--- src/rtl/pc_gen_unit.sv ---
`default_nettype none
// ============================================================================
// Module   : pc_gen_unit
// Purpose  : Fetch PC generator with BOOT/RUN/HALT FSM, trap/mret redirect
//            and a circular return-address stack.
// Revision : 1.0 - initial release
// ============================================================================
module pc_gen_unit #(
  parameter int              XLEN      = 32,
  parameter logic [XLEN-1:0] RESET_PC  = '0,
  parameter logic [XLEN-1:0] TRAP_VEC  = XLEN'(32'h0000_0100),
  parameter int              RAS_DEPTH = 4
) (
  input  logic            clk,
  input  logic            rst,
  input  logic            stall,
  input  logic            branch_en,
  input  logic [XLEN-1:0] branch_target,
  input  logic            call_en,
  input  logic            ret_en,
  input  logic            trap_en,
  input  logic            mret_en,
  input  logic [XLEN-1:0] mepc,
  input  logic            halt_req,
  input  logic            resume,
  output logic [XLEN-1:0] pc,
  output logic            pc_valid,
  output logic            misalign_exc,
  output logic [XLEN-1:0] misalign_addr,
  output logic            ras_empty,
  output logic            ras_full,
  output logic            ras_underflow,
  output logic [1:0]      state
);

  localparam int c_ptr_w = $clog2(RAS_DEPTH);
  localparam int c_cnt_w = c_ptr_w + 1;
  localparam logic [c_cnt_w-1:0] c_full_cnt = c_cnt_w'(RAS_DEPTH);

  typedef enum logic [1:0] {
    BOOT = 2'b00,
    RUN  = 2'b01,
    HALT = 2'b10
  } state_t;

  state_t              r_state;
  logic [XLEN-1:0]     r_pc;
  logic                r_pc_valid;
  logic                r_misalign_exc;
  logic [XLEN-1:0]     r_misalign_addr;
  logic                r_ras_empty;
  logic                r_ras_full;
  logic                r_ras_underflow;
  logic [c_ptr_w-1:0]  r_wptr;
  logic [c_cnt_w-1:0]  r_count;
  logic [XLEN-1:0]     r_ras [RAS_DEPTH];

  state_t              w_state_nxt;
  logic [XLEN-1:0]     w_pc_nxt;
  logic [XLEN-1:0]     w_pc_inc;
  logic [XLEN-1:0]     w_ras_top;
  logic                w_push;
  logic                w_pop;
  logic                w_misalign;
  logic                w_underflow;
  logic [c_cnt_w-1:0]  w_count_nxt;

  assign w_pc_inc  = r_pc + XLEN'(4);
  assign w_ras_top = r_ras[r_wptr - c_ptr_w'(1)];

  always_comb begin
    w_state_nxt = r_state;
    w_pc_nxt    = r_pc;
    w_push      = 1'b0;
    w_pop       = 1'b0;
    w_misalign  = 1'b0;
    w_underflow = 1'b0;
    case (r_state)
      BOOT: w_state_nxt = RUN;
      RUN: begin
        if (trap_en) begin
          w_pc_nxt = TRAP_VEC;
        end else if (halt_req) begin
          w_state_nxt = HALT;
        end else if (mret_en) begin
          w_pc_nxt = mepc & ~XLEN'(3);
        end else if (stall) begin
          w_pc_nxt = r_pc;
        end else if (branch_en) begin
          // A misaligned target is turned into a trap and never pushes.
          if (branch_target[1:0] != 2'b00) begin
            w_pc_nxt   = TRAP_VEC;
            w_misalign = 1'b1;
          end else begin
            w_pc_nxt = branch_target;
            w_push   = call_en;
          end
        end else if (ret_en) begin
          if (r_count != '0) begin
            w_pc_nxt = w_ras_top;
            w_pop    = 1'b1;
          end else begin
            w_pc_nxt    = w_pc_inc;
            w_underflow = 1'b1;
          end
        end else begin
          w_pc_nxt = w_pc_inc;
        end
      end
      HALT: begin
        if (trap_en) begin
          w_pc_nxt    = TRAP_VEC;
          w_state_nxt = RUN;
        end else if (resume) begin
          w_state_nxt = RUN;
        end
      end
      default: w_state_nxt = BOOT;
    endcase
  end

  // Pushing into a full stack overwrites the oldest slot, so the count saturates.
  always_comb begin
    w_count_nxt = r_count;
    if (w_push) begin
      if (r_count != c_full_cnt) w_count_nxt = r_count + c_cnt_w'(1);
    end else if (w_pop) begin
      w_count_nxt = r_count - c_cnt_w'(1);
    end
  end

  always_ff @(posedge clk) begin
    if (rst) begin
      r_state         <= BOOT;
      r_pc            <= RESET_PC;
      r_pc_valid      <= 1'b0;
      r_misalign_exc  <= 1'b0;
      r_misalign_addr <= '0;
      r_ras_underflow <= 1'b0;
      r_ras_empty     <= 1'b1;
      r_ras_full      <= 1'b0;
      r_count         <= '0;
      r_wptr          <= '0;
    end else begin
      r_state         <= w_state_nxt;
      r_pc            <= w_pc_nxt;
      r_pc_valid      <= (w_state_nxt == RUN);
      r_misalign_exc  <= w_misalign;
      if (w_misalign) r_misalign_addr <= branch_target;
      r_ras_underflow <= w_underflow;
      r_count         <= w_count_nxt;
      r_ras_empty     <= (w_count_nxt == '0);
      r_ras_full      <= (w_count_nxt == c_full_cnt);
      if (w_push)      r_wptr <= r_wptr + c_ptr_w'(1);
      else if (w_pop)  r_wptr <= r_wptr - c_ptr_w'(1);
    end
  end

  always_ff @(posedge clk) begin
    if (!rst && w_push) r_ras[r_wptr] <= w_pc_inc;
  end

  assign pc            = r_pc;
  assign pc_valid      = r_pc_valid;
  assign misalign_exc  = r_misalign_exc;
  assign misalign_addr = r_misalign_addr;
  assign ras_empty     = r_ras_empty;
  assign ras_full      = r_ras_full;
  assign ras_underflow = r_ras_underflow;
  assign state         = r_state;

endmodule
`default_nettype wire

--- config.mk ---
export PLATFORM = sky130hd
export DESIGN_NAME = pc_gen_unit
export DESIGN_NICKNAME = d
export VERILOG_FILES = /design/src/rtl/pc_gen_unit.sv
export SDC_FILE = /design/constraint.sdc
export NUM_CORES = 1
export LEC_CHECK = 0
export ABC_AREA = 1
export CAP_MARGIN = 25
export CORE_MARGIN = 2
export CORE_UTILIZATION = 45
export DETAILED_ROUTE_END_ITERATION = 16
export PLACE_DENSITY_LB_ADDON = 0.2
export SYNTH_ARGS = -nofsm -noshare
export SYNTH_HDL_FRONTEND = slang
export SYNTH_SLANG_ARGS = --single-unit
--- constraint.sdc ---
create_clock -name clk -period 8.5 [get_ports clk]
set_input_delay 2.55 -clock clk [delete_from_list [all_inputs] [get_ports clk]]
set_output_delay 2.55 -clock clk [all_outputs]
set_load 0.05 [all_outputs]
; ---- After elaboration in Yosys (flattened, before gate mapping)
; Memory sizes are Yosys's and may differ from the RTL's.
; Index checks and enable logic that the tools add are counted.
[op_classes]
addsub = 5
n_reduce_logical = 10
mux = 45
n_bitwise = 2
n_eq_ne = 8
[ops]
columns = cell, count
row1 = 32-bit two-way mux, 9
row2 = 32-bit one-hot mux with 2 select lines, 1
row3 = "32-bit by 3-bit adder with 32-bit output, second input constant", 1
row4 = 1-bit two-way mux, 25
row5 = 2-bit two-way mux, 6
row6 = 3-bit two-way mux, 3
row7 = 8-bit OR reduction, 1
row8 = "3-bit inequality test, second input constant", 2
row9 = 2-bit one-hot mux with 3 select lines, 1
row10 = 2-bit nonzero test, 3
row11 = "2-bit by 1-bit == test with 1-bit output, second input constant", 2
row12 = "4-bit inequality test, second input constant", 1
row13 = 4-bit AND reduction, 1
row14 = "3-bit by 1-bit adder with 3-bit output, second input constant", 1
row15 = "3-bit == test, second input constant", 1
row16 = 3-bit zero test, 1
row17 = 3-bit nonzero test, 1
row18 = "3-bit by 1-bit subtractor with 3-bit output, second input constant", 1
row19 = "2-bit by 1-bit adder with 2-bit output, second input constant", 1
row20 = "2-bit == test, second input constant", 1
row21 = 2-bit zero test, 1
row22 = "2-bit inequality test, second input constant", 1
row23 = 1-bit inverter, 2
row24 = "2-bit by 1-bit subtractor with 2-bit output, second input constant", 1
row25 = 2 further kinds, 2
[totals]
output_inout_bits = 71
ram_bits = 128
inputBits = 74
ff_bits = 76
memories = 1
word_cells = 81
[memory_table]
columns = memory, depth, word_bits, read_ports, rd_ports_with_merged_regs, wr, line
row1 = r_ras, 4, 32, 1, 0, 1, 56  ; logic [XLEN-1:0] r_ras [RAS_DEPTH];

; ---- Depth between registers and ports, before layout
; Gate-level depths: netlist (run 1).
[logic_depth]
depth_word = 12
mapped_depth = 15
ltp_nobuf = 14

; ---- Worst setup path after synthesis (run 1)
; No wires, ideal clock.
[synth_path]
path_kind = input-to-reg
startpoint = input mret_en
endpoint = memory r_ras[0][0], enable pin
setup_time_ns = 0.421
path_buffers = 1
setup_slack_ns = 3.467
path_stages = 8
arrival_time_ns = 4.612
t_required_ns = 8.079
path_cell_list = buf_4 -> nor2_1 -> nand2_1 -> inv_2 -> nand3_2 -> inv_1 -> nand2_1 -> nor2_1
[synth_via]
elab_chain_cells = 7
[synth_lines]
columns = element, line
row1 = from (decl), 22  ; input logic mret_en,
row2 = 1-bit two-way mux, 85  ; end else if (mret_en) begin
row3 = 1-bit two-way mux, 83  ; end else if (halt_req) begin
row4 = 1-bit two-way mux, 81  ; if (trap_en) begin
row5 = 1-bit two-way mux, 78  ; case (r_state)
row6 = 1-bit logical AND, 160  ; if (!rst && w_push) r_ras[r_wptr] <= w_pc_inc;
row7 = 1-bit two-way mux, 160
row8 = 1-bit two-way mux (not written as such), 160
row9 = to (decl), 56
; No other way between the ends.

; ---- Worst setup path after layout (run 1)
[layout_path]
startpoint = input branch_target[0]
endpoint = memory r_ras[2][22], enable pin
[layout_via]
elab_chain_cells = 11
[layout_lines]
columns = element, line
row1 = from (decl), 18  ; input logic [XLEN-1:0] branch_target,
row2 = 2-bit nonzero test, 91  ; if (branch_target[1:0] != 2'b00) begin
row3 = 1-bit two-way mux, 91
row4 = 1-bit two-way mux, 89  ; end else if (branch_en) begin
row5 = 1-bit two-way mux, 87  ; end else if (stall) begin
row6 = 1-bit two-way mux, 85
row7 = 1-bit two-way mux, 83
row8 = 1-bit two-way mux, 81
row9 = 1-bit two-way mux, 78
row10 = 1-bit logical AND, 160
row11 = 1-bit two-way mux, 160
row12 = 1-bit two-way mux (not written as such), 160
; No other way between the ends.

==> results of run 1 <==
## how the worst min path moves through the flow
stage                                     endpoint  slack (ps)
floorplan                       pc[0]$_SDFFE_PP0P_         480
global placement    misalign_addr[18]$_SDFFE_PP0P_         490
detailed placement   misalign_addr[2]$_SDFFE_PP0P_         500
CTS                  misalign_addr[2]$_SDFFE_PP0P_         510
global route         misalign_addr[3]$_SDFFE_PP0P_         560
finish               misalign_addr[2]$_SDFFE_PP0P_         520
## final cells by class
class / instances / area (sq um)
fillers: 1925 / 9570
repair buffers: 153 / 1500
inverters: 112 / 420
multi-input cells: 838 / 3830
well taps: 280 / 350
clock inverters: 9 / 98.8
clock buffers: 27 / 548
flip-flops and latches: 204 / 5370
## cells in the final DEF, fill, tap and decap left out, types with 2 or more instances in the layout
cell / synthesis / layout
nand3b_1: 8 / 8
nor2_1: 187 / 183
nand3_1: 72 / 72
clkbuf_1: 26 / 6
o21bai_1: 4 / 4
nand3_2: 3 / 3
edfxtp_1: 128 / 128
o211ai_1: 22 / 22
o21ai_1: 4 / 4
xnor2_1: 3 / 3
a21oi_1: 63 / 63
inv_1: 103 / 102
nand2_1: 329 / 329
o22ai_1: 2 / 2
bufinv_16: 0 / 2
clkdlybuf4s50_1: 0 / 142
clkbuf_16: 0 / 21
nor3_1: 2 / 2
clkinv_1: 1 / 5
xor2_1: 5 / 5
inv_2: 8 / 8
ha_1: 8 / 8
buf_4: 10 / 11
o21ai_0: 94 / 94
nor2_2: 6 / 10
nand2_2: 3 / 3
and2_1: 9 / 9
nand4_1: 6 / 6
dfxtp_1: 76 / 75
## through the flow
| stage | power [mW] | util (%) | hold slack (ps) | instances | instance area, sq um |
|---|---|---|---|---|---|
| final | 2.14 | 55.9 | 517 | 1623 | 12100 |
| after global routing | 2.21 | 55.9 | 558 | 1623 | 12100 |
| after CTS | 2.15 | 55.9 | 514 | 1623 | 12100 |
| after detailed placement | 1.27 | 52.9 | 502 | 1587 | 11500 |
| after global placement | 1.27 | 52.9 | 492 | 1587 | 11500 |
| after floorplan | 1.19 | - | 478 | 1213 | 9890 |
## layer usage
metal / vias to the layer above / share of wire (%) / wire [um]
met4: 0 / 2.3 / 647
met5: - / 0 / 0
met1: 3894 / 43 / 12000
li1: 4203 / - / -
met2: 306 / 46 / 12700
met3: 42 / 8.8 / 2460
## power by group through the flow
stage          clock network (mW)  logic (mW)  registers (mW)
2_1_floorplan                   0      0.0735            1.12
3_3_place_gp                    0       0.178            1.09
3_5_place_dp                    0       0.180            1.09
4_1_cts                     0.898       0.181            1.07
5_1_grt                     0.940       0.198            1.07
6_report                    0.889       0.181            1.07
## worst reg2reg max path: cells and delay by family (launching register included)
| kind | cells | cell delay [ps] |
|---|---|---|
| compound gates | 1 | 110 |
| fa+ha+maj | 1 | 350 |
| buf+inv | 4 | 1450 |
| flops | 1 | 310 |
| simple gates | 7 | 790 |
## cell families after synthesis
kind of cell / Yosys count
and+or+nand+nor: 629
xor gates and xnor gates: 8
buffers and inverters: 171
AOI/OAI and AO/OA: 193
adders and majority gates: 8
DFF: 204
## sequential cells by signal, indices dropped and copies added (netlist names)
name / cells
pc_valid: 1
misalign_exc: 1
ras_underflow: 1
pc: 32
r_count: 3
misalign_addr: 32
state: 2
ras_empty: 1
r_ras: 128
r_wptr: 2
ras_full: 1
==> results.md, run 1 <==
* pc[16]$_SDFFE_PP0P_ — worst r2r dst
* simple AND/OR/NAND/NOR gates — main combinational cell family by area after synthesis
* 4.86 nW — leakage power of the design
* 5.20 — via-per-instance ratio
* 152 um — Die Width
* 8.15 sq um — synthesized area per cell
* register — capturing element type of the critical path
* 3 — CTS Buffer Depth
* 0 — DRT antenna net count
* 7 — number of search-and-repair iterations in the first detailed-routing pass
* 8660 ps — required time reported for the critical path endpoint
* 39.0% — worst-case headroom to the max-slew limit
* 500 ps — Clk Latency, worst-skew pair
* 1213 — number of standard cells after synthesis
* 0.0232 sq mm — Die Area
* edfxtp_1 — commonest register cell after synthesis
* 38.9% — Yosys top cell area share
* 8445 — routed via count
* 9 — CP Depth
* 23.3% — switching power share of the total
* 24 — maximum fanout along the worst path
* 70 — largest net degree at the start of global routing
* branch_target[0] — start point of the critical path
* 1412 — final net count
* 0 — hold bufs inserted after CTS
* 128 — Post-synth EDFFs
* 8220 — number of global-route vias before repair
* 2170 ps — worst-case setup slack after placement
* clkdlybuf4s50_1 > nor2_1 > nand2_1 > nor2_1 > nand3_2 > inv_1 > nand2_1 > nor2_2 > buf_4 — ordered list of cells on the worst path
* 1.64 mW — internal power summed over all cells
* 32.3% — met1 Resource Use GR
* 0 — Syn. warnings
* r_wptr[0]$_SDFFE_PP0P_ — FF-to-FF Start
* 690 ps — highest cell delay on the worst timing path
* 688 — drt initial violations
* clkbuf_16 — CTS Root Buffer Type
* 5.20% — GR met3 Demand/Resource
* r_ras[2][22]$_DFFE_PP_ — capture point of the worst path
* 0 — number of max-cap violations
* misalign_addr[2]$_SDFFE_PP0P_ — source of the worst hold timing path
* 0.499 mW — switching pwr
* 142 — IO Port Bufs
* 18.7 mm — post-detail-place hpwl
* 54.3% — Seq/Total Area, Yosys
* 0 — DR DRC count
* 37 — number of library cell types mapped by synthesis
* 2720 ps — final worst slack
* 5940 ps — arrival time reported for the critical path endpoint
* edfxtp_1 — post-synth top area cell
* 5.14% — share of cells above drive strength 1
* nand2_1 — cell with the most instances after synthesis
* 3 — total buffers and inverters traversed by the critical path
* 914 ps — slew of the pin with the lowest slew margin
* 0.873 — GP Congestion
* 2 — number of instances on the worst hold path
* 68.0% — ratio of final minimum period to clock period
* 204 — flop and latch count out of synthesis
* 0.0217 sq mm — Floorplan Core Area
* 1 — htree depth
* in -> reg — Crit Path Class
* 0 — count of pins over their slew limit
* 22.6% — Synth-to-Final Area Change
* 41.5% — clock group share of total power
* 1295 — net count after synthesis
* 0 — Hold Violations, Final
* 26.2% — share of synthesized cell area in and, or, nand and nor gates
* 13 — Worst R2R Path Depth
* simple AND/OR/NAND/NOR gates — kind of cell with the highest combined delay on the critical path
* 8.4% — logic gate share of total power
* 44.0 mm — global-route wire length before repair
* 0 — total congestion overflow after global routing
* 27.8 mm — Total Wirelength
* 0 — Post-CTS Setup Repair Bufs
* false — RSZ-0062 raised after global routing
* 10.7% — compound-gate portion of the synthesized area
* 0.709% — area share of xor/xnor cells in the synthesized design
* yes — CTS tree
* 38.1% — met2 GRT Util
* 173 MHz — upper clock frequency limit
* edfxtp_1 39%, dfxtp_1 15%, nand2_1 12%, nor2_1 7.1%, o21ai_0 4.8% — Synth area leaders
* 152 um — Die Y
* 17.2 um — Routed WL per cell
* 0% — async set or reset register ratio after synthesis
* 125 uV — worst voltage drop across the vdd grid
* 45.6% — effective utilization at floorplan
* 54 — # rows
* 5780 ps — final critical delay including setup and external delays
* 9.39 ps — clock tree skew after final layout
* 0 — number of antenna violations at the first check in global routing
* 1.01% — share of synthesized cell area in full adder, half adder and majority cells
* 23.7% — overall global routing resource usage
* 177 mW/mm^2 — Cell Pwr Density
* met2 — busiest grt layer
* 145 — I/O pin cnt
* input pin — startpoint kind of the worst setup timing path
* 0% — share of cell area taken by muxes after synthesis
* 204 — clock sink count
* 50.1% — sequential group share of total power
* 329 x nand2_1, 187 x nor2_1, 128 x edfxtp_1 — most used standard cells in the synthesized netlist
* reg -> reg — type of the most critical hold path
* nor2_1 — Worst path slowest cell
* complete, no violations — run status
* 0 — number of diodes
* 21 — total clock buffers created by CTS
* 0.00989 sq mm — mapped cell area
* 60 ps — Worst-path clk slew
* 0 ps — sum of negative setup slack
* 0 — total of cells resized after clock tree synthesis
* 0 — final-report setup violation count
* 5420 ps — Register-to-Register Setup Slack
Note: power is estimated with default switching activity, not from simulation.
==> run 2: changes to the inputs <==
==> constraint.sdc (replaced) <==
create_clock -name clk -period 5.92 [get_ports clk]
set_input_delay 1.776 -clock clk [delete_from_list [all_inputs] [get_ports clk]]
set_output_delay 1.776 -clock clk [all_outputs]
set_load 0.05 [all_outputs]
==> run 2 against run 1 <==
Net effect:
- total power is 44% higher
- worst hold slack better by 2.5 ps
- sequential power increased by 44%
- design area increased by 0.61%
- register-to-register slack got worse by 2700 ps
- sequential share of layout area shrank 0.27 points
- setup slack lost 1000 ps
- critical endpoint is now r_ras[3][15]$_DFFE_PP_
==> results.md, run 2 (synthesis results as in run 1) <==
* complete, no violations — run status
* 23.3% — Synth-to-Final Area Change
* 16.9 um — Routed WL per cell, -1.7%
* 2.39 mW — internal power summed over all cells, +45%
* branch_en — start point of the critical path
* clkdlybuf4s50_1 — Worst path slowest cell
* 0 ps — sum of negative setup slack, unchanged
* 0 — number of diodes, unchanged
* 520 ps — worst-case hold slack, +2.50 ps
* misalign_addr[13]$_SDFFE_PP0P_ — source of the worst hold timing path
* 0.0115 sq mm — Post-DP Area, +0.26%
* 23.1% — overall global routing resource usage, -0.56 points
* 145 — I/O pin cnt, unchanged
* 3.09 mW — Final Power, +44%
* 18.8 mm — post-detail-place hpwl, +0.20%
* 41.8% — clock group share of total power, +0.3 points
* 0.00383 sq mm — area of the multi-input gates, unchanged
* 152 um — Die Y, unchanged
* 142 — IO Port Bufs, unchanged
* 0 — Hold Violations, Final, unchanged
* 0 — DR DRC count, unchanged
* 0.00537 sq mm — area taken by flip-flops and latches, unchanged
* 8111 — number of global-route vias before repair, -1.3%
* 5.63% — share of cells above drive strength 1, +0.49 points
* 8.4% — logic gate share of total power, about the same
* nand2_1 — CP most frequent cell
* 152 um — Die Width, unchanged
* 0.0232 sq mm — Die Area, unchanged
* yes — CTS tree
* 0 — DRT antenna net count, unchanged
* 5 — number of search-and-repair iterations in the first detailed-routing pass, -2
* 0 — hold bufs inserted after CTS, unchanged
* 1190 ps — worst-case setup slack after placement, -984 ps
* 4.90 nW — leakage power of the design, +0.96%
* 606 — drt initial violations, -12%
* 1591 — dpl cells, +0.25%
* 71.1% — ratio of final minimum period to clock period
* 204 — clock sink count, unchanged
* 1 — htree depth, unchanged
* 128 — max FFs per register, unchanged
* 902 ps — slew of the pin with the lowest slew margin, -12.4 ps
* 45.6% — effective utilization at floorplan, unchanged
* clkbuf_16 — CTS Root Buffer Type
* 3 — total buffers and inverters traversed by the critical path, unchanged
* 0 — total congestion overflow after global routing, unchanged
* 329 x nand2_1, 183 x nor2_1, 142 x clkdlybuf4s50_1 — leading cell types in the layout, fill and taps excluded
* nand2_1 — leading cell type in the layout, fill and taps excluded
* r_wptr[1]$_SDFFE_PP0P_ — FF-to-FF Start
* 170 uV — worst voltage drop across the vdd grid, +36%
* false — RSZ-0062 raised after global routing
* reg -> reg — type of the most critical hold path
* in -> reg — Crit Path Class
* input pin — startpoint kind of the worst setup timing path
* r_ras — top register by number of flip-flops
* 6040 ps — required time reported for the critical path endpoint, -2620 ps
* 1631 — final non-filler cell total, +0.49%
* 8469 — routed via count, +0.28%
* 1888 — fill cell total of the finished layout, -1.9%
* 810 ps — highest cell delay on the worst timing path, +120 ps
* 0 — Post-CTS Setup Repair Bufs, unchanged
* 60 ps — Worst-path clk slew, about the same
* 238 MHz — upper clock frequency limit
* 254 mW/mm^2 — Cell Pwr Density, +44%
* 22.9% — switching power share of the total, -0.39 points
* 0.883 — GP Congestion, +1.2%
* 69 — largest net degree at the start of global routing, -1.4%
* 43.2 mm — global-route wire length before repair, -1.9%
* 0 — total of cells resized after clock tree synthesis, unchanged
* 0 — final-report setup violation count, unchanged
* 5.19 — via-per-instance ratio, -0.21%
* 4210 ps — final critical delay including setup and external delays
* 56.2% — Final Util, +0.34 points
* 30 — maximum fanout along the worst path, +25%
* 0 — number of antenna violations at the first check in global routing, unchanged
* 0 — number of max-cap violations, unchanged
* 0.709 mW — switching pwr, +42%
* clkdlybuf4s50_1 > nand2_1 > nor2_1 > nand3_2 > inv_1 > nand2_1 > nor2_2 > buf_4 — ordered list of cells on the worst path
* 1710 ps — final worst slack, -1010 ps
* 500 ps — Clk Latency, worst-skew pair, about the same
* 0.0122 sq mm — final standard cell area without fillers, +0.61%
* 49.8% — sequential group share of total power, -0.3 points
* 22 — total clock buffers created by CTS, +4.8%
* 0 — count of pins over their slew limit, unchanged
* 3 — CTS Buffer Depth, unchanged
* 0.0217 sq mm — Floorplan Core Area, unchanged
* 13.6 ps — clock tree skew after final layout, +4.21 ps
* buffers and inverters — kind of cell with the highest combined delay on the critical path
* 54 — # rows, unchanged
* 39.8% — worst-case headroom to the max-slew limit, +0.83 points
* 1417 — final net count, +0.35%
* 27.5 mm — Total Wirelength, -1.2%
* 4330 ps — arrival time reported for the critical path endpoint, -1610 ps
* register — capturing element type of the critical path
## run 2: final timing paths
kind / endpoint / depth (start not counted) / slack (ps)
max reg2reg: pc[16]$_SDFFE_PP0P_ / 12 / 2730
min reg2reg: misalign_addr[13]$_SDFFE_PP0P_ / 2 / 520
max: r_ras[3][15]$_DFFE_PP_ / 8 / 1710
min: misalign_addr[13]$_SDFFE_PP0P_ / 2 / 520
## run 2: worst reg2reg max path, cell delays in order (launching register included)
cell      delay (ps)
dfxtp_1          420
inv_1             90
ha_1             740
clkinv_1         820
nand3_1          310
nand3_1          100
nand2_1          120
inv_1             90
nand2_1          130
nand2_1           70
nand2_1           70
nand2_1           60
a21oi_1          120
## run 2: final cells by class
cell class	instances	area share [%]
flip-flops and latches	204	44.0
multi-input cells	838	31.4
repair buffers	157	12.6
clock buffers	36	5.45
inverters	112	3.45
well taps	280	2.87
clock inverters	4	0.216
## run 2: metal layers
metal	up-vias	GRT usage (%)	wire (um)
met5	-	0	0
met1	3919	31.0	12000
li1	4215	-	-
met3	32	5.01	2200
met4	0	5.61	446
met2	303	38.5	12800
## run 2: power by group through the flow
stage / Combinational, mW / Clock (mW) / Sequential, mW
final: 0.261 / 1.29 / 1.54
after global routing: 0.285 / 1.37 / 1.54
after CTS: 0.260 / 1.31 / 1.54
after detailed placement: 0.259 / 0 / 1.57
after global placement: 0.257 / 0 / 1.57
after floorplan: 0.105 / 0 / 1.61
==> run 3: changes to the inputs <==
==> constraint.sdc (replaced) <==
create_clock -name clk -period 3.9 [get_ports clk]
set_input_delay 1.17 -clock clk [delete_from_list [all_inputs] [get_ports clk]]
set_output_delay 1.17 -clock clk [all_outputs]
set_load 0.05 [all_outputs]
==> run 3 against run 2 <==
Net effect:
- cell count is 0.49% higher
- sequential share of layout area is 0.71 points lower
- critical path type is now reg -> out
- critical endpoint is now pc[17]
- die area did not move
- non-clock buffer count rose by 8
==> results.md, run 3 (synthesis results as in run 1) <==
* reg -> out — Crit Path Class
* 5 — number of search-and-repair iterations in the first detailed-routing pass, unchanged
* 22 — total clock buffers created by CTS, unchanged
* 0.917 — GP Congestion, +3.8%
* 8060 — number of global-route vias before repair, -0.63%
* reg -> reg — type of the most critical hold path
* 69 — largest net degree at the start of global routing, unchanged
* 0 — total of cells resized after clock tree synthesis, unchanged
* 54 — # rows, unchanged
* 7 — maximum fanout along the worst path, -77%
* 1930 — fill cell total of the finished layout, +2.2%
* 0 — final-report setup violation count, unchanged
* 769 ps — slew of the pin with the lowest slew margin, -133 ps
* false — RSZ-0062 raised after global routing
* register — startpoint kind of the worst setup timing path
* 900 ps — highest cell delay on the worst timing path, +90 ps
* 128 — max FFs per register, unchanged
* 0 — count of pins over their slew limit, unchanged
* 45.2% — clock group share of total power, +3.4 points
* 152 um — Die Y, unchanged
* 19.0 mm — post-detail-place hpwl, +1.2%
* 0 — Post-CTS Setup Repair Bufs, unchanged
* 60 ps — Worst-path clk slew, about the same
* 5.00 mW — Final Power, +62%
* 16.9 um — Routed WL per cell, +0.14%
* 27.7 mm — Total Wirelength, +0.63%
* 0.0232 sq mm — Die Area, unchanged
* 324 MHz — upper clock frequency limit
* 46.7% — sequential group share of total power, -3.1 points
* 204 — clock sink count, unchanged
* 79.2% — ratio of final minimum period to clock period
* 0 — hold bufs inserted after CTS, unchanged
* 3090 ps — final critical delay including setup and external delays
* clkbuf_16 — CTS Root Buffer Type
* output port — capturing element type of the critical path
* 6.70% — share of cells above drive strength 1, +1.1 points
* 368 uV — worst voltage drop across the vdd grid, +120%
* 0 — total congestion overflow after global routing, unchanged
* 3 — CTS Buffer Depth, unchanged
* 152 um — Die Width, unchanged
* 0.00383 sq mm — area of the multi-input gates, unchanged
* 4.99 nW — leakage power of the design, +1.8%
* 403 mW/mm^2 — Cell Pwr Density, +59%
* complete, no violations — run status
* yes — CTS tree
* 0 — DRT antenna net count, unchanged
* 329 x nand2_1, 183 x nor2_1, 142 x clkdlybuf4s50_1 — leading cell types in the layout, fill and taps excluded
* 45.6% — effective utilization at floorplan, unchanged
* 0 — number of antenna violations at the first check in global routing, unchanged
* 8460 — routed via count, -0.11%
* 0 — DR DRC count, unchanged
* 142 — IO Port Bufs, unchanged
* 1.13 mW — switching pwr, +60%
* 3.87 mW — internal power summed over all cells, +62%
* 693 — drt initial violations, +14%
* r_ras — top register by number of flip-flops
* 43.5 mm — global-route wire length before repair, +0.83%
* 0 — number of max-cap violations, unchanged
* 1425 — final net count, +0.56%
* 1 — htree depth, unchanged
* clkdlybuf4s50_1 — ordered list of cells on the worst path
* 25.3% — Synth-to-Final Area Change
* 19.7 ps — clock tree skew after final layout, +6.13 ps
* 0 — Hold Violations, Final, unchanged
* 1920 ps — arrival time reported for the critical path endpoint, -2410 ps
* nand2_1 — leading cell type in the layout, fill and taps excluded
* 145 — I/O pin cnt, unchanged
* 510 ps — Clk Latency, worst-skew pair, about the same
* buffers and inverters — kind of cell with the highest combined delay on the critical path
* 0.0217 sq mm — Floorplan Core Area, unchanged
* 1599 — dpl cells, +0.50%
* 1639 — final non-filler cell total, +0.49%
* 2730 ps — required time reported for the critical path endpoint, -3310 ps
* 0.00537 sq mm — area taken by flip-flops and latches, unchanged
* clkdlybuf4s50_1 — Worst path slowest cell
* 22.6% — switching power share of the total, -0.28 points
* 48.8% — worst-case headroom to the max-slew limit, +9.0 points
* 23.4% — overall global routing resource usage, +0.29 points
* 8.0% — logic gate share of total power, -0.4 points
* 5.16 — via-per-instance ratio, -0.59%
* 1 — total buffers and inverters traversed by the critical path, -2
* 0 ps — sum of negative setup slack, unchanged
* 0 — number of diodes, unchanged
-- run 3: cell count changes in the layout (fill, tap and decap cells not counted), sizes merged --
cell,delta
clkinv,+1
clkinvlp,+4
buf,+8
bufinv,+5
clkbuf,-12
inv,+2
-- run 3: stage by stage --
| step | hold WS [ps] | util, % | setup slack, ps | instance area, sq um |
|---|---|---|---|---|
| 6_report | 506 | 57.1 | 811 | 12400 |
| 5_1_grt | 545 | 57.1 | 788 | 12400 |
| 4_1_cts | 512 | 57.1 | 810 | 12400 |
| 3_5_place_dp | 501 | 53.5 | 538 | 11600 |
| 3_3_place_gp | 493 | 53.5 | 565 | 11600 |
| 2_1_floorplan | 478 | - | 247 | 9890 |
-- run 3: final cells by class --
cell class	instances	area share, %
inverters	112	3.39
flip-flops and latches	204	43.3
clock buffers	24	4.68
repair buffers	165	13.2
multi-input cells	838	30.9
well taps	280	2.83
clock inverters	16	1.72
-- run 3: path summary, 6_finish.rpt --
path                          startpoint                    end  slack (ps)  depth (start not counted)
setup / recovery     pc[17]$_SDFFE_PP0P_                 pc[17]         810                          1
hold / removal     r_count[0]$_SDFF_PP0_  r_count[0]$_SDFF_PP0_         510                          2
setup reg to reg  r_wptr[1]$_SDFFE_PP0P_    pc[17]$_SDFFE_PP0P_        1170                         12
hold reg to reg    r_count[0]$_SDFF_PP0_  r_count[0]$_SDFF_PP0_         510                          2
-- run 3: power by group through the flow --
| stage | clock, mW | sequential (mW) | combinational, mW |
|---|---|---|---|
| 2_1_floorplan | 0 | 2.44 | 0.160 |
| 3_3_place_gp | 0 | 2.38 | 0.396 |
| 3_5_place_dp | 0 | 2.38 | 0.399 |
| 4_1_cts | 2.29 | 2.34 | 0.401 |
| 5_1_grt | 2.38 | 2.34 | 0.436 |
| 6_report | 2.26 | 2.34 | 0.402 |
-- run 3: layer usage --
metal  part of all wire [%]  GRT usage, %  up-vias
met5                      0             0        -
met4                    2.0          6.19        0
met3                    8.6          5.18       49
met2                     45          37.1      299
met1                     45          32.7     3887
li1                       -             -     4225
